**config.mk**
```make
export PLATFORM = sky130hd
export DESIGN_NAME = accum_datapath
export DESIGN_NICKNAME = d
export VERILOG_FILES = /design/src/rtl/datapath_pkg.sv /design/src/rtl/rc_adder.sv /design/src/rtl/accum_datapath.sv
export SDC_FILE = /design/constraint.sdc
export NUM_CORES = 1
export LEC_CHECK = 0
export BUFFER_PORTS_ARGS = -buffer_cell sky130_fd_sc_hd__buf_4
export CAP_MARGIN = 30
export CELL_PAD_IN_SITES_DETAIL_PLACEMENT = 2
export CELL_PAD_IN_SITES_GLOBAL_PLACEMENT = 2
export CORE_MARGIN = 8
export CORE_UTILIZATION = 34
export DETAILED_ROUTE_END_ITERATION = 8
export GPL_TIMING_DRIVEN = 1
export PLACE_DENSITY_LB_ADDON = 0.1
export SETUP_SLACK_MARGIN = 0.4
export SYNTH_ARGS = -nofsm -noshare
export SYNTH_HDL_FRONTEND = slang
export SYNTH_SLANG_ARGS = --single-unit
```
**constraint.sdc**
```tcl
create_clock -name clk -period 5.3 [get_ports clk]
set_input_delay 1.06 -clock clk [delete_from_list [all_inputs] [get_ports clk]]
set_output_delay 1.06 -clock clk [all_outputs]
set_load 0.02 [all_outputs]
```
**src/rtl/datapath_pkg.sv**
```systemverilog
// rtl/datapath_pkg.sv - shared mode encodings and default widths for accum_datapath
package datapath_pkg;

  localparam logic [1:0] MODE_ADD  = 2'b00;
  localparam logic [1:0] MODE_ACC  = 2'b01;
  localparam logic [1:0] MODE_SUB  = 2'b10;
  localparam logic [1:0] MODE_HOLD = 2'b11;

  localparam int DEF_WIDTH = 4;
  localparam int DEF_ACC_W = 10;

endpackage

```
**src/rtl/rc_adder.sv**
```systemverilog
// rtl/rc_adder.sv - N-bit ripple-carry adder
module rc_adder #(
  parameter int N = 4
) (
  input  logic [N-1:0] a,
  input  logic [N-1:0] b,
  input  logic         cin,
  output logic [N-1:0] sum,
  output logic         cout
);

  logic carry;

  // ripple the carry from bit 0 upward, one full adder per bit
  always_comb begin
    sum   = '0;
    carry = cin;
    for (int i = 0; i < N; i++) begin
      sum[i] = a[i] ^ b[i] ^ carry;
      carry  = (a[i] & b[i]) | (a[i] & carry) | (b[i] & carry);
    end
    cout = carry;
  end

endmodule

```
**src/rtl/accum_datapath.sv**
```systemverilog
// rtl/accum_datapath.sv - two-stage add/accumulate/subtract datapath; DATAPATH_SAT_EN selects clamping instead of wrap
module accum_datapath
  import datapath_pkg::*;
#(
  parameter int WIDTH = DEF_WIDTH,
  parameter int ACC_W = DEF_ACC_W
) (
  input  logic             clk,
  input  logic             rst,
  input  logic             load,
  input  logic [1:0]       select,
  input  logic [WIDTH-1:0] A,
  input  logic [WIDTH-1:0] B,
  input  logic             Cin,
  input  logic             clr,
  output logic [ACC_W-1:0] S,
  output logic             valid,
  output logic             ovf
);

  // stage-1 registers
  logic [ACC_W-1:0] sum1_q, sum1_d;
  logic [1:0]       sel_q, sel_d;
  logic             s1_v_q, s1_v_d;

  // stage-2 registers
  logic [ACC_W-1:0] s_q, s_d;
  logic             valid_q, valid_d;
  logic             ovf_q, ovf_d;

  // operand adder
  logic [WIDTH-1:0] sum1_raw;
  logic             cout1;
  logic [ACC_W-1:0] sum1_ext;

  rc_adder #(.N(WIDTH)) u_add1 (
    .a    (A),
    .b    (B),
    .cin  (Cin),
    .sum  (sum1_raw),
    .cout (cout1)
  );

  assign sum1_ext = ACC_W'({cout1, sum1_raw});

  // accumulator adder; subtraction is S + ~sum1 + 1, so carry-out low means borrow
  logic [ACC_W-1:0] b2;
  logic             cin2;
  logic [ACC_W-1:0] sum2;
  logic             cout2;

  assign cin2 = (sel_q == MODE_SUB);
  assign b2   = cin2 ? ~sum1_q : sum1_q;

  rc_adder #(.N(ACC_W)) u_add2 (
    .a    (s_q),
    .b    (b2),
    .cin  (cin2),
    .sum  (sum2),
    .cout (cout2)
  );

  // stage 1: capture operand sum and mode on load
  always_comb begin
    sum1_d = sum1_q;
    sel_d  = sel_q;
    s1_v_d = load;
    if (load) begin
      sum1_d = sum1_ext;
      sel_d  = select;
    end
  end

  // stage 2: apply the captured op to S; clr wins over any op landing this edge
  always_comb begin
    s_d     = s_q;
    ovf_d   = ovf_q;
    valid_d = 1'b0;
    if (clr) begin
      s_d   = '0;
      ovf_d = 1'b0;
    end else if (s1_v_q) begin
      valid_d = 1'b1;
      case (sel_q)
        MODE_ADD: s_d = sum1_q;
        MODE_ACC: begin
          s_d = sum2;
          if (cout2) begin
            ovf_d = 1'b1;
`ifdef DATAPATH_SAT_EN
            s_d = '1;
`endif
          end
        end
        MODE_SUB: begin
          s_d = sum2;
          if (!cout2) begin
            ovf_d = 1'b1;
`ifdef DATAPATH_SAT_EN
            s_d = '0;
`endif
          end
        end
        default: s_d = s_q;
      endcase
    end
  end

  // pipeline registers with synchronous reset
  always_ff @(posedge clk) begin
    if (rst) begin
      sum1_q  <= '0;
      sel_q   <= MODE_ADD;
      s1_v_q  <= 1'b0;
      s_q     <= '0;
      valid_q <= 1'b0;
      ovf_q   <= 1'b0;
    end else begin
      sum1_q  <= sum1_d;
      sel_q   <= sel_d;
      s1_v_q  <= s1_v_d;
      s_q     <= s_d;
      valid_q <= valid_d;
      ovf_q   <= ovf_d;
    end
  end

  assign S     = s_q;
  assign valid = valid_q;
  assign ovf   = ovf_q;

endmodule

```
==> results of run 1 <==
## through the flow
step	util (%)	worst slack (ns)	hold WS (ns)	total power, mW
floorplan	-	1.72	0.431	0.213
global placement	40.5	1.48	0.459	0.232
detailed placement	40.5	1.25	0.470	0.237
CTS	42.0	1.18	0.482	0.359
global route	42.0	0.897	0.522	0.376
finish	42.0	1.25	0.478	0.355
## state kept, by name (all words and copies together) (netlist names)
name and count:
sel_q 2, s1_v_q 1, ovf 1, sum1_q 5, S 10, valid 1
## cell families after synthesis
| kind of cell | Yosys count |
|---|---|
| DFF | 20 |
| muxes | 8 |
| and+or+nand+nor | 45 |
| buffers and inverters | 24 |
| xor gates and xnor gates | 6 |
| adders and majority gates | 14 |
| AOI/OAI and AO/OA | 27 |
## layout by cell type (no fill, tap or decap)
cell type	instances
a211oi_1	5
a21o_1	1
a21oi_1	7
a221oi_1	1
a22oi_1	2
a31oi_1	1
a32oi_1	1
buf_4	26
clkbuf_8	4
dfxtp_1	20
fa_1	9
ha_1	5
inv_1	15
mux2_2	1
mux2i_1	7
nand2_1	13
nand2b_1	5
nand3_1	1
nor2_1	15
nor2b_1	5
nor3_1	4
o21a_1	2
o21ai_0	6
o21ba_1	1
or2_2	1
or3b_1	1
xnor2_1	3
xor2_1	3
## report_power, final
part | leakage [nW] | internal, mW | switching (mW) | total, mW
sequential | 0.163 | 0.157 | 0.00673 | 0.163
combinational | 0.487 | 0.0306 | 0.0381 | 0.0687
clock | 0.0288 | 0.0663 | 0.0562 | 0.122
## routing by layer
metal	part of all wire, %	vias to the layer above
met5	0	-
met1	44	551
met2	50	18
met3	3.9	4
met4	1.5	0
li1	-	506
## cell usage after synthesis (all sizes together)
master  instances
a211oi          5
a21o            1
a21oi           7
a221oi          1
a22oi           2
a31oi           1
a32oi           1
buf             8
clkbuf          1
dfxtp          20
fa              9
ha              5
inv            15
mux2            1
mux2i           7
nand2          13
nand2b          5
nand3           1
nor2           15
nor2b           5
nor3            4
o21a            2
o21ai           6
o21ba           1
or2             1
or3b            1
xnor2           3
xor2            3
## final cells by class
cell class,count,area [µm²]
Multi-Input combinational cell,100,758
Fill cell,409,2110
Timing Repair Buffer,26,195
Sequential cell,20,400
Clock buffer,4,55.1
Inverter,15,56.3
Tap cell,48,60.1
## worst reg2reg max path: stages (launching register included)
cell and delay [ns]:
dfxtp_1 0.40, ha_1 0.46, xor2_1 0.26, fa_1 0.23, fa_1 0.17, inv_1 0.05, fa_1 0.38, fa_1 0.47
nor2b_1 0.14, o21a_1 0.12, a21oi_1 0.05, fa_1 0.45, nand2b_1 0.14, a22oi_1 0.11, or3b_1 0.37, a31oi_1 0.17
## worst max path at each step
| stage | start | end | slack, ns |
|---|---|---|---|
| finish | sel_q[1] | S[9] | 1.25 |
| global route | sel_q[0] | S[9] | 0.90 |
| CTS | sel_q[0] | S[9] | 1.18 |
| detailed placement | sel_q[0] | S[9] | 1.25 |
| global placement | sel_q[0] | S[9] | 1.48 |
| floorplan | sel_q[0] | S[9] | 1.72 |
==> results.tsv, run 1 <==
metric	value	unit
post-synthesis adder-cell area fraction	19.1	%
crit share post-route	76.4	%
final cell area excluding filler cells	1530	µm²
reg2reg start	sel_q[1]	
routing usage on met3	2.68	%
CTS tree	done	
Mapped Nets	173	
Initial Util	35.0	%
Synth Area in Simple Gates	16.3	%
Vias	1079	
clk buf depth	2	
max-cap violations	0	
GRT Total Usage	12.1	%
final hold vios	0	
critical hold path startpoint	s1_v_q	
run status	finished, final reports clean	
first-pass GRT wire length	6000	µm
worst r2r dst	S[9]	
Synth Instances	144	
Max Slew Vio Count	0	
r2r setup slk	1.25	ns
grt peak-use layer	met2	
CP delay by family, top	adder cells	
share of cells above drive strength 1	19.4	%
number of CTS-inserted buffers	3	
WHS Endpoint	valid	
residual DRC count	0	
vias per inst	5.07	
IO Count	27	
largest net degree at the start of global routing	18	
Pwr Density	232	nW/µm²
top cell type's share of synthesized area	31.5	%
Final Non-Filler Cells	213	
WL final	3310	µm
synthesized area	1270	µm²
Synth Area in Compound Gates	13.7	%
Crit path depth	15	
largest area contributor in the netlist	dfxtp_1	
Startpoint Class	flop	
Critical Path RT	5.50	ns
CP Capture Type	flop	
largest family of logic cells by synthesized area	adder cells	
Die Ht	77.1	µm
hold_buf cts	0	
clk slew on worst S/H paths	0.08	ns
row cnt	22	
Syn. warnings	0	
post-layout min period	4.05	ns
vias in the first global route	1268	
Placed Cells	209	
root buffer cell	clkbuf_8	
RSZ-0062 raised after global routing	false	
R2R cell count	15	
dpl hpwl	2580	µm
Layout Nets	195	
DRT iter0 DRCs	26	
Max IR drop VDD	79.4	µV
most frequent CP cell	fa_1	
Crit Path Max Fanout	11	
Crit path buffers/inverters	1	
GPL Wtd Cong	0.726	
worst-skew pair later-pin latency	0.27	ns
Distinct cells, synth	29	
routed len/inst	15.5	µm
worst hold path class	reg -> reg	
Setup Viol. Count Final	0	
WP data arrival	4.25	ns
GRT overflow	0	
placed cell area	1470	µm²
met2 Use GR	21.4	%
Final TNS setup	0	ns
n_diodes	0	
CP max stage delay	0.47	ns
post_cts resized	0	
XOR/XNOR Fraction of Synth Area	4.13	%
sequential-to-total area share from yosys stat	31.5	%
maximum clock frequency	247	MHz
syn_area_per_cell	8.83	µm²
Worst Max-Slew Pin Slew	0.740	ns
Sinks on Clock Net	20	
area grow syn2layout	20.0	%
Min-Delay Path Depth	2	
DR pass1 iterations	2	
initial antenna violation count	0	
Slew HR	50.6	%
Post-Route Skew	0.00706	ns
Post-CTS Setup Repair Bufs	0	
H-tree depth	1	
synth top area cells	dfxtp_1 (31%), fa_1 (14%), mux2i_1 (5.5%), ha_1 (4.9%), inv_1 (4.4%)	
Worst Setup Path Type	reg -> reg	
Yosys reg bits	20	
CP Cell Sequence	ha_1 > xor2_1 > fa_1 > fa_1 > inv_1 > fa_1 > fa_1 > nor2b_1 > o21a_1 > a21oi_1 > fa_1 > nand2b_1 > a22oi_1 > or3b_1 > a31oi_1	
slowest CP cell	fa_1	
number of port buffers	26	
die area	5950	µm²
post-synthesis mux area share	6.40	%
met1 usage	13.7	%
antenna viol nets, final	0	
chip width	77.1	µm
Lkg Pwr	0.679	nW
core footprint	3630	µm²
(Power assumes the default switching activity.)
==> inputs of run 2 (changes only) <==
- CORE_UTILIZATION: 34 -> 32
- clock period: 5.3 -> 4.2 ns (I/O delays scaled with it)
==> run 2 against run 1 <==
Effect of this change: clock power grew 29%; via count shrank 1.4%; worst hold slack lost 0.011 ns; highest routed layer unchanged.
==> results.tsv, run 2 (synthesis gave the netlist of run 1 again) <==
metric	value	unit	change
reg2reg start	sel_q[0]		
critical hold path startpoint	S[3]		
GRT Total Usage	11.9	%	-0.19 points
Initial Util	32.5	%	-2.5 points
Slew HR	49.8	%	-0.78 points
CTS tree	done		
CP startpoint	sel_q[0]		
Post-Route Skew	0.00610	ns	-0.000963 ns
RSZ-0062 raised after global routing	false		
crit share post-route	86.5	%	+10 points
H-tree depth	1		unchanged
routing usage on met3	3.39	%	+0.71 points
post-layout min period	3.63	ns	-0.418 ns
worst slack, placed	0.348	ns	-0.898 ns
grt peak-use layer	met2		
Die Ht	79.0	µm	+2.4%
Crit path buffers/inverters	2		+1
clk buf depth	2		unchanged
row cnt	23		+4.5%
routed len/inst	16.1	µm	+3.9%
Lkg Pwr	0.698	nW	+2.8%
root buffer cell	clkbuf_8		
Pwr Density	286	nW/µm²	+23%
run status	finished, final reports clean		
residual DRC count	0		unchanged
largest net degree at the start of global routing	18		unchanged
worst hold path class	reg -> reg		
CP Capture Type	flop		
n_diodes	0		unchanged
Setup Viol. Count Final	0		unchanged
WL final	3500	µm	+5.9%
vias in the first global route	1200		-5.4%
number of port buffers	26		unchanged
Crit Path Max Fanout	8		-3
slowest CP cell	fa_1		
core footprint	3910	µm²	+7.7%
Critical Path RT	4.41	ns	-1.09 ns
met2 Use GR	21.5	%	+0.13 points
WP data arrival	3.84	ns	-0.41 ns
Max IR drop VDD	105	µV	+32%
CP Cell Sequence	inv_2 > ha_4 > mux2_2 > fa_1 > fa_1 > inv_1 > fa_2 > fa_2 > nor2b_1 > o21a_1 > a21oi_2 > fa_2 > nand2b_1 > a22oi_1 > or3b_1 > a31oi_1		
IO Count	27		unchanged
share of cells above drive strength 1	27.5	%	+8.2 points
most frequent cells in the layout	buf_4 (27), dfxtp_1 (18), nor2_1 (15)		
max reg flops	10		unchanged
CP delay by family, top	adder cells		
most frequent CP cell	fa_2		
GRT overflow	0		unchanged
number of CTS-inserted buffers	3		unchanged
met1 usage	12.8	%	-0.93 points
final hold slack	0.468	ns	-0.0109 ns
max-cap violations	0		unchanged
DR pass1 iterations	2		unchanged
Worst Setup Path Type	reg -> reg		
Worst Max-Slew Pin Slew	0.751	ns	+0.0116 ns
final hold vios	0		unchanged
commonest non-fill, non-tap cell in the layout	buf_4		
fin util	41.0	%	-0.93 points
clk slew on worst S/H paths	0.08	ns	about the same
vias per inst	4.90		-3.2%
first-pass GRT wire length	5850	µm	-2.4%
initial antenna violation count	0		unchanged
Final TNS setup	0	ns	unchanged
GPL Wtd Cong	0.765		+5.3%
maximum clock frequency	275	MHz	+11%
DRT iter0 DRCs	16		-38%
dpl hpwl	2680	µm	+3.9%
worst-skew pair later-pin latency	0.27	ns	about the same
area grow syn2layout	26.4	%	
antenna viol nets, final	0		unchanged
hold_buf cts	0		unchanged
Startpoint Class	flop		
chip width	79.0	µm	+2.4%
Sinks on Clock Net	20		unchanged
CP max stage delay	0.39	ns	-0.08 ns
final worst slack	0.568	ns	-0.682 ns
Layout Nets	197		+1.0%
number of fill cells	460		+12%
die area	6250	µm²	+4.9%
Max Slew Vio Count	0		unchanged
Vias	1064		-1.4%
## run 2: through the flow
step           instances  power [mW]  cell area, µm²
2_1_floorplan        144       0.269            1270
3_3_place_gp         212       0.295            1480
3_5_place_dp         212       0.300            1480
4_1_cts              216       0.457            1540
5_1_grt              217       0.488            1610
6_report             217       0.460            1610
## run 2: worst paths after layout
kind	endpoint	slack [ns]	cells past startpoint
max	S[9]	0.57	16
min	S[3]	0.47	2
max reg2reg	S[9]	0.57	16
min reg2reg	S[3]	0.47	2
## run 2: per-layer routing
layer	share of wire, %	up-vias	routed length (µm)
met5	0	-	0
met4	1.5	0	51
met3	4.9	4	172
met2	53	20	1860
met1	41	529	1420
li1	-	511	-
## run 2: area by class of cell
cell class	instances	area (µm²)	area share [%]
clock buffers	4	55.1	3.43
inverters	15	56.3	3.50
multi-input cells	100	816	50.8
flip-flops and latches	20	403	25.1
well taps	50	62.6	3.89
repair buffers	28	214	13.3
## run 2: where the power goes
part           internal (mW)  leakage (nW)  switching (mW)  total (mW)
Clock                 0.0838        0.0288          0.0731       0.157
Combinational         0.0447         0.505          0.0502      0.0949
Sequential             0.198         0.164          0.0104       0.208
## run 2: what timing repair did
action	CTS	global route
setup buffers	0	1
gates cloned	0	0
resized for setup	2	13
pin swaps	0	2
setup endpoints to repair	2	3
## run 2: tightest hold or removal path: stages (launching register included)
cell	delay (ns)
dfxtp_1	0.32
nand2_1	0.05
a21oi_1	0.05
